--- src/rtl/can_crc_engine_pkg.sv ---
// Shared definitions for the CAN CRC engine: FSM state encoding and the
// standard CAN generator polynomials (implicit top term omitted).
package can_crc_pkg;

  typedef enum logic [2:0] {
    ST_IDLE  = 3'd0,
    ST_ACCUM = 3'd1,
    ST_CHECK = 3'd2,
    ST_GEN   = 3'd3,
    ST_DONE  = 3'd4
  } crc_state_t;

  localparam logic [14:0] CAN_CRC15_POLY = 15'h4599;
  localparam logic [16:0] CAN_CRC17_POLY = 17'h1685B;
  localparam logic [20:0] CAN_CRC21_POLY = 21'h102899;

  function automatic logic state_is_busy(input crc_state_t s);
    return (s == ST_ACCUM) || (s == ST_CHECK) || (s == ST_GEN);
  endfunction

endpackage

--- src/rtl/can_crc_engine_if.sv ---
// Framing strobes from the frame FSM and CRC status back to it.
// master = frame FSM side, slave = CRC engine side.
interface can_crc_engine_if #(
  parameter int CRC_WIDTH = 15
);
  logic                 Start;
  logic                 Abort;
  logic                 Mode;
  logic                 Bit_In;
  logic                 Stuff_Bit;
  logic                 Data_End;
  logic [CRC_WIDTH-1:0] CRC_Value;
  logic                 Tx_Bit;
  logic                 Busy;
  logic                 CRC_Done;
  logic                 CRC_Error;

  modport master (
    output Start, Abort, Mode, Bit_In, Stuff_Bit, Data_End,
    input  CRC_Value, Tx_Bit, Busy, CRC_Done, CRC_Error
  );

  modport slave (
    input  Start, Abort, Mode, Bit_In, Stuff_Bit, Data_End,
    output CRC_Value, Tx_Bit, Busy, CRC_Done, CRC_Error
  );
endinterface

--- src/rtl/can_crc_engine_bit_tick.sv ---
// Bit-time divider: one-cycle tick every CLKS_PER_BIT clocks; a clear
// realigns the count so the next tick lands a full bit time later.
module can_bit_tick #(
  parameter int CLKS_PER_BIT = 10
) (
  input  logic i_clk,
  input  logic i_rst_n,
  input  logic i_clear,
  output logic o_tick
);
  localparam int CNT_W = (CLKS_PER_BIT > 1) ? $clog2(CLKS_PER_BIT) : 1;
  localparam logic [CNT_W-1:0] CNT_LAST = CNT_W'(CLKS_PER_BIT - 1);
  localparam logic [CNT_W-1:0] CNT_ZERO = {CNT_W{1'b0}};
  localparam logic [CNT_W-1:0] CNT_ONE  = CNT_W'(1);

  logic [CNT_W-1:0] r_count;
  logic [CNT_W-1:0] w_count_nxt;
  logic             r_tick;

  // next count: wrap at the last slot, forced to zero on clear
  always_comb begin
    w_count_nxt = r_count + CNT_ONE;
    if (i_clear) begin
      w_count_nxt = CNT_ZERO;
    end else if (r_count == CNT_LAST) begin
      w_count_nxt = CNT_ZERO;
    end else begin
      w_count_nxt = r_count + CNT_ONE;
    end
  end

  // tick is registered alongside the count it decodes
  always_ff @(posedge i_clk or negedge i_rst_n) begin
    if (!i_rst_n) begin
      r_count <= CNT_ZERO;
      r_tick  <= (CNT_LAST == CNT_ZERO);
    end else begin
      r_count <= w_count_nxt;
      r_tick  <= (w_count_nxt == CNT_LAST);
    end
  end

  assign o_tick = r_tick;
endmodule

--- src/rtl/can_crc_engine.sv ---
// Serial CAN CRC engine: accumulates frame bits, then either checks the
// received CRC field (RX) or serialises the computed CRC (TX).
module can_crc_engine
  import can_crc_pkg::*;
#(
  parameter int                   CRC_WIDTH    = 15,
  parameter logic [CRC_WIDTH-1:0] CRC_POLY     = CRC_WIDTH'(CAN_CRC15_POLY),
  parameter logic [CRC_WIDTH-1:0] CRC_INIT     = {CRC_WIDTH{1'b0}},
  parameter int                   CLKS_PER_BIT = 10
) (
  input logic             Clock_TB,
  input logic             Reset_N,
  can_crc_engine_if.slave bus
);
  localparam int IDX_W = $clog2(CRC_WIDTH);
  localparam logic [IDX_W-1:0] IDX_TOP  = IDX_W'(CRC_WIDTH - 1);
  localparam logic [IDX_W-1:0] IDX_ZERO = {IDX_W{1'b0}};
  localparam logic [IDX_W-1:0] IDX_ONE  = IDX_W'(1);

  crc_state_t           r_state, w_state_nxt;
  logic [CRC_WIDTH-1:0] r_crc, w_crc_nxt;
  logic [IDX_W-1:0]     r_idx, w_idx_nxt, w_idx_dec;
  logic                 r_mode, w_mode_nxt;
  logic                 r_tx, w_tx_nxt;
  logic                 r_err, w_err_nxt;
  logic                 r_busy, r_done;
  logic                 w_tick, w_valid_tick, w_mismatch;

  function automatic logic [CRC_WIDTH-1:0] crc_step(input logic [CRC_WIDTH-1:0] crc,
                                                    input logic bit_in);
    logic fb;
    fb = bit_in ^ crc[CRC_WIDTH-1];
    return {crc[CRC_WIDTH-2:0], 1'b0} ^ (fb ? CRC_POLY : {CRC_WIDTH{1'b0}});
  endfunction

  can_bit_tick #(.CLKS_PER_BIT(CLKS_PER_BIT)) u_tick (
    .i_clk   (Clock_TB),
    .i_rst_n (Reset_N),
    .i_clear (bus.Start),
    .o_tick  (w_tick)
  );

  assign w_valid_tick = w_tick & ~bus.Stuff_Bit;

  // next-state and datapath: Abort beats Start beats tick processing
  always_comb begin
    w_state_nxt = r_state;
    w_crc_nxt   = r_crc;
    w_idx_nxt   = r_idx;
    w_mode_nxt  = r_mode;
    w_tx_nxt    = r_tx;
    w_err_nxt   = r_err;
    w_idx_dec   = r_idx - IDX_ONE;
    w_mismatch  = bus.Bit_In ^ r_crc[r_idx];
    if (bus.Abort) begin
      w_state_nxt = ST_IDLE;
      w_crc_nxt   = CRC_INIT;
      w_idx_nxt   = IDX_TOP;
      w_tx_nxt    = 1'b1;
      w_err_nxt   = 1'b0;
    end else if (bus.Start) begin
      w_state_nxt = ST_ACCUM;
      w_crc_nxt   = CRC_INIT;
      w_idx_nxt   = IDX_TOP;
      w_mode_nxt  = bus.Mode;
      w_tx_nxt    = 1'b1;
      w_err_nxt   = 1'b0;
    end else if (w_valid_tick) begin
      case (r_state)
        ST_ACCUM: begin
          w_crc_nxt = crc_step(r_crc, bus.Bit_In);
          if (bus.Data_End && r_mode) begin
            w_state_nxt = ST_GEN;
            w_tx_nxt    = w_crc_nxt[CRC_WIDTH-1];
          end else if (bus.Data_End) begin
            w_state_nxt = ST_CHECK;
          end else begin
            w_state_nxt = ST_ACCUM;
          end
        end
        ST_CHECK: begin
          w_err_nxt = r_err | w_mismatch;
          if (r_idx == IDX_ZERO) begin
            w_state_nxt = ST_DONE;
          end else begin
            w_idx_nxt = w_idx_dec;
          end
        end
        ST_GEN: begin
          // Tx_Bit always shows the bit for the upcoming bit time
          if (r_idx == IDX_ZERO) begin
            w_state_nxt = ST_DONE;
            w_tx_nxt    = 1'b1;
          end else begin
            w_idx_nxt = w_idx_dec;
            w_tx_nxt  = r_crc[w_idx_dec];
          end
        end
        default: begin
          w_state_nxt = r_state;
        end
      endcase
    end else begin
      w_state_nxt = r_state;
    end
  end

  // state and output registers
  always_ff @(posedge Clock_TB or negedge Reset_N) begin
    if (!Reset_N) begin
      r_state <= ST_IDLE;
      r_crc   <= CRC_INIT;
      r_idx   <= IDX_TOP;
      r_mode  <= 1'b0;
      r_tx    <= 1'b1;
      r_err   <= 1'b0;
      r_busy  <= 1'b0;
      r_done  <= 1'b0;
    end else begin
      r_state <= w_state_nxt;
      r_crc   <= w_crc_nxt;
      r_idx   <= w_idx_nxt;
      r_mode  <= w_mode_nxt;
      r_tx    <= w_tx_nxt;
      r_err   <= w_err_nxt;
      r_busy  <= state_is_busy(w_state_nxt);
      r_done  <= (w_state_nxt == ST_DONE);
    end
  end

  assign bus.CRC_Value = r_crc;
  assign bus.Tx_Bit    = r_tx;
  assign bus.Busy      = r_busy;
  assign bus.CRC_Done  = r_done;
  assign bus.CRC_Error = r_err;
endmodule

--- src/flat_wrapper.sv ---
// flat-port wrapper written by rule: the top's interface ports become plain ports
module can_crc_engine_flat import can_crc_pkg::*;
#(
  parameter int                   CRC_WIDTH    = 15,
  parameter logic [CRC_WIDTH-1:0] CRC_POLY     = CRC_WIDTH'(CAN_CRC15_POLY),
  parameter logic [CRC_WIDTH-1:0] CRC_INIT     = {CRC_WIDTH{1'b0}},
  parameter int                   CLKS_PER_BIT = 10
)
  (Clock_TB, Reset_N, bus_Start, bus_Abort, bus_Mode, bus_Bit_In, bus_Stuff_Bit, bus_Data_End, bus_CRC_Value, bus_Tx_Bit, bus_Busy, bus_CRC_Done, bus_CRC_Error);
  can_crc_engine_if #(.CRC_WIDTH(CRC_WIDTH)) bus_i ();
  input logic Clock_TB;
  input logic Reset_N;
  input wire logic [$bits(bus_i.Start)-1:0] bus_Start;
  input wire logic [$bits(bus_i.Abort)-1:0] bus_Abort;
  input wire logic [$bits(bus_i.Mode)-1:0] bus_Mode;
  input wire logic [$bits(bus_i.Bit_In)-1:0] bus_Bit_In;
  input wire logic [$bits(bus_i.Stuff_Bit)-1:0] bus_Stuff_Bit;
  input wire logic [$bits(bus_i.Data_End)-1:0] bus_Data_End;
  output wire logic [$bits(bus_i.CRC_Value)-1:0] bus_CRC_Value;
  output wire logic [$bits(bus_i.Tx_Bit)-1:0] bus_Tx_Bit;
  output wire logic [$bits(bus_i.Busy)-1:0] bus_Busy;
  output wire logic [$bits(bus_i.CRC_Done)-1:0] bus_CRC_Done;
  output wire logic [$bits(bus_i.CRC_Error)-1:0] bus_CRC_Error;
  assign bus_i.Start = bus_Start;
  assign bus_i.Abort = bus_Abort;
  assign bus_i.Mode = bus_Mode;
  assign bus_i.Bit_In = bus_Bit_In;
  assign bus_i.Stuff_Bit = bus_Stuff_Bit;
  assign bus_i.Data_End = bus_Data_End;
  assign bus_CRC_Value = bus_i.CRC_Value;
  assign bus_Tx_Bit = bus_i.Tx_Bit;
  assign bus_Busy = bus_i.Busy;
  assign bus_CRC_Done = bus_i.CRC_Done;
  assign bus_CRC_Error = bus_i.CRC_Error;
  can_crc_engine #(.CRC_WIDTH(CRC_WIDTH), .CRC_POLY(CRC_POLY), .CRC_INIT(CRC_INIT), .CLKS_PER_BIT(CLKS_PER_BIT)) u_core (.Clock_TB(Clock_TB), .Reset_N(Reset_N), .bus(bus_i));
endmodule
--- config.mk ---
export PLATFORM = sky130hd
export DESIGN_NAME = can_crc_engine_flat
export DESIGN_NICKNAME = d
export VERILOG_FILES = /design/src/rtl/can_crc_engine_pkg.sv /design/src/rtl/can_crc_engine_if.sv /design/src/rtl/can_crc_engine_bit_tick.sv /design/src/rtl/can_crc_engine.sv /design/src/flat_wrapper.sv
export SDC_FILE = /design/constraint.sdc
export NUM_CORES = 1
export LEC_CHECK = 0
export CAP_MARGIN = 20
export CORE_UTILIZATION = 48
export CTS_CLUSTER_DIAMETER = 30
export DETAILED_ROUTE_END_ITERATION = 16
export PLACE_DENSITY_LB_ADDON = 0.2
export REMOVE_ABC_BUFFERS = 1
export SYNTH_ARGS = -nofsm -noshare
export SYNTH_HDL_FRONTEND = slang
export SYNTH_SLANG_ARGS = --single-unit
--- constraint.sdc ---
create_clock -name Clock_TB -period 2.42 [get_ports Clock_TB]
set_input_delay 0.363 -clock Clock_TB [delete_from_list [all_inputs] [get_ports Clock_TB]]
set_output_delay 0.363 -clock Clock_TB [all_outputs]
set_load 0.05 [all_outputs]
==> run summary <==
R2R setup slack: 0.09 ns
Gate power share: 7.0%
CP Capture Type: flop
Hold Path Class: input pin to async pin
starting density of the core: 52.1%
Synth cell types: 37
total number of vias: 1517
area grow syn2layout: 27.2%
fin crit share: 96.3%
Ports: 27
worst vdd ir: 386 uV
vias in the first global route: 1413
WP data arrival: 2.54 ns
Fill cells: 295
port bufs: 26
CP max FO: 4
Max Freq: 429 MHz
Post-synth EDFFs: 0
FF/Latch Area: 806 sq um
Initial DRC Count: 98
Die Span Y: 63.4 microns
mean number of vias per cell: 5.81
Mapped Cells: 180
Least-Margin Pin Slew: 0.504 ns
Crit Path Class: flop to flop
Tmin final: 2.33 ns
Sink Count: 32
Async SR Flop Fraction: 100%
Synth Cell Area: 1810 sq um
Final Setup Violations: 0
layout cell share with drive strength beyond 1: 15.3%
post-synthesis sequential area ratio: 44.6%
GRT overflow: 0
Clock transition at path regs: 0.07 ns
final hold violations: 0
H-tree levels: 2
multi-input logic area: 955 sq um
diode count: 0
Setup Total Neg Slack: 0 ns
max_slew headroom: 66.3%
Root Driver: clkbuf_8
all-layer global routing usage: 21.9%
Rows: 21
max-slew violations: 0
clk_skew: 0.00508 ns
prevailing post-synth register cell: dfrtp_1
largest net degree at the start of global routing: 33
1st-pass router iterations: 4
initial antenna violation count: 0
first-pass GRT wire length: 6690 microns
Pint: 943 uW
clock tree buffer depth: 2
Max-Cap Viols: 0
worst skew pair latency: 0.28 ns
drc violations: 0
Yosys warnings: 0
Nets: 225
hold_buf cts: 0
WL final: 4120 microns
placed inst area: 2150 sq um
Wirelength per Cell: 15.8 microns
total CTS buffers: 5
Die Wd: 63.4 microns
FF+latch count, synth: 32
dpl hpwl: 2800 microns
Required @ worst endpoint: 2.63 ns
sw frac: 21.1%
Reg power frac: 46.3%
final RePlAce weighted congestion: 0.870
status: finished, final reports clean
clock share of power: 46.7%
syn avg cell area: 10.0 sq um
RSZ-0062 raised after global routing: no
core box area: 3470 sq um
Lkg Pwr: 0.000929 uW
post-route cell area: 2300 sq um
pwr/cell area: 520 nW/um^2
CTS tree: done
post-route ant nets: 0
Sw Pwr: 253 uW
die area: 4010 sq um
type of origin of the critical path: flop
[registers in the layout (all words and copies together) (netlist names)]
name	count
u_core.r_mode	1
u_core.bus.CRC_Done	1
u_core.r_idx	4
u_core.bus.CRC_Error	1
u_core.r_state	3
u_core.u_tick.o_tick	1
u_core.bus.Busy	1
u_core.bus.CRC_Value	15
u_core.u_tick.r_count	4
u_core.bus.Tx_Bit	1
[synthesized netlist by cell type (all sizes together) (2+ instances only)]
| master | instances | area share (%) |
|---|---|---|
| xor2 | 3 | 1.5 |
| dfrtp | 28 | 39 |
| o21ai | 4 | 1.1 |
| nor2b | 4 | 1.4 |
| ha | 3 | 2.1 |
| mux4 | 7 | 9.6 |
| nand2b | 2 | 0.69 |
| nor3b | 2 | 0.83 |
| xnor2 | 12 | 5.8 |
| nor3 | 4 | 1.1 |
| nor2 | 21 | 4.4 |
| mux2 | 3 | 1.9 |
| nand3 | 11 | 3.0 |
| nand2 | 16 | 3.3 |
| inv | 7 | 1.5 |
| or3b | 2 | 0.97 |
| dfstp | 4 | 5.8 |
| a21oi | 21 | 5.8 |
| clkbuf | 7 | 1.5 |
| nand3b | 3 | 1.2 |
[power by group through the flow]
stage	clock [uW]	sequential (uW)	combinational, uW
finish	559	553	84.1
floorplan	0	564	36.2
detailed placement	0	562	84.5
global route	595	554	93.0
global placement	0	561	81.4
CTS	570	553	85.3
[worst paths after layout]
check | startpoint | to | cells past startpoint
hold reg to reg | u_core.u_tick.r_count[0] | u_core.u_tick.r_count[0] | 1
hold / removal | Reset_N | u_core.bus.CRC_Done | 2
setup / recovery | u_core.r_idx[1] | u_core.bus.Tx_Bit | 7
max in group asynchronous | Reset_N | u_core.r_idx[1] | 2
setup reg to reg | u_core.r_idx[1] | u_core.bus.Tx_Bit | 7
min in group Clock_TB | u_core.u_tick.r_count[0] | u_core.u_tick.r_count[0] | 1
[critical path, stage by stage, from the launching register on]
cell and delay (ns):
dfstp_2 0.54, inv_1 0.08, ha_2 0.22, xnor2_4 0.21, mux4_2 0.33, mux2_2 0.28
a211o_1 0.29, a221o_1 0.31
[cells by family after synthesis]
logic type | count (synthesis) | share of synthesized area, %
xor gates and xnor gates | 15 | 7.27
muxes | 11 | 12.0
adders and majority gates | 3 | 2.08
and+or+nand+nor | 71 | 19.7
AOI/OAI and AO/OA | 33 | 10.9
DFF | 32 | 44.6
buffers and inverters | 15 | 3.53
[timing repair]
item	CTS	global route
setup endpoints to repair	0	1
setup buffers	0	0
resized for setup	0	4
[per-layer routing]
| metal | share of wire [%] | vias up | global-route usage [%] |
|---|---|---|---|
| met4 | 0.66 | 0 | 8.81 |
| met5 | 0 | - | 0 |
| met2 | 49 | 58 | 33.1 |
| li1 | - | 703 | - |
| met1 | 44 | 754 | 29.6 |
| met3 | 6.2 | 2 | 6.16 |
[through the flow]
stage / cells / hold WS (ns) / power, uW / worst slack, ns / utilization (%)
final: 261 / 0.481 / 1200 / 0.0896 / 66.3
after global routing: 261 / 0.537 / 1240 / 0.0136 / 66.3
after CTS: 261 / 0.499 / 1210 / 0.0000240 / 65.8
after detailed placement: 253 / 0.501 / 647 / 0.0207 / 62.1
after global placement: 253 / 0.477 / 643 / 0.121 / 62.1
after floorplan: 172 / 0.0674 / 601 / 0.000846 / -
[cells in the final DEF, fill, tap and decap left out, types with 3 or more instances in the layout]
cell type and n:
dfstp_2 4, xor2_1 3, clkbuf_8 7, buf_4 9, mux4_2 4, mux4_1 3
dfrtp_1 28, nor2_1 21, clkdlybuf4s50_1 26, inv_1 7, nor2b_1 4, mux2_2 3
nand3_1 11, o21ai_0 4, nand3b_1 3, nor3_1 4, a21oi_1 21, nand2_1 16
xnor2_1 11
[layout make-up]
type	instances	share of cell area [%]
Multi-Input combinational cell	133	41.5
Inverter	7	1.14
Clock buffer	7	4.19
Sequential cell	32	35.1
Tap cell	46	2.50
Timing Repair Buffer	35	14.3
Clock inverter	1	1.31
(Power assumes the default switching activity.)
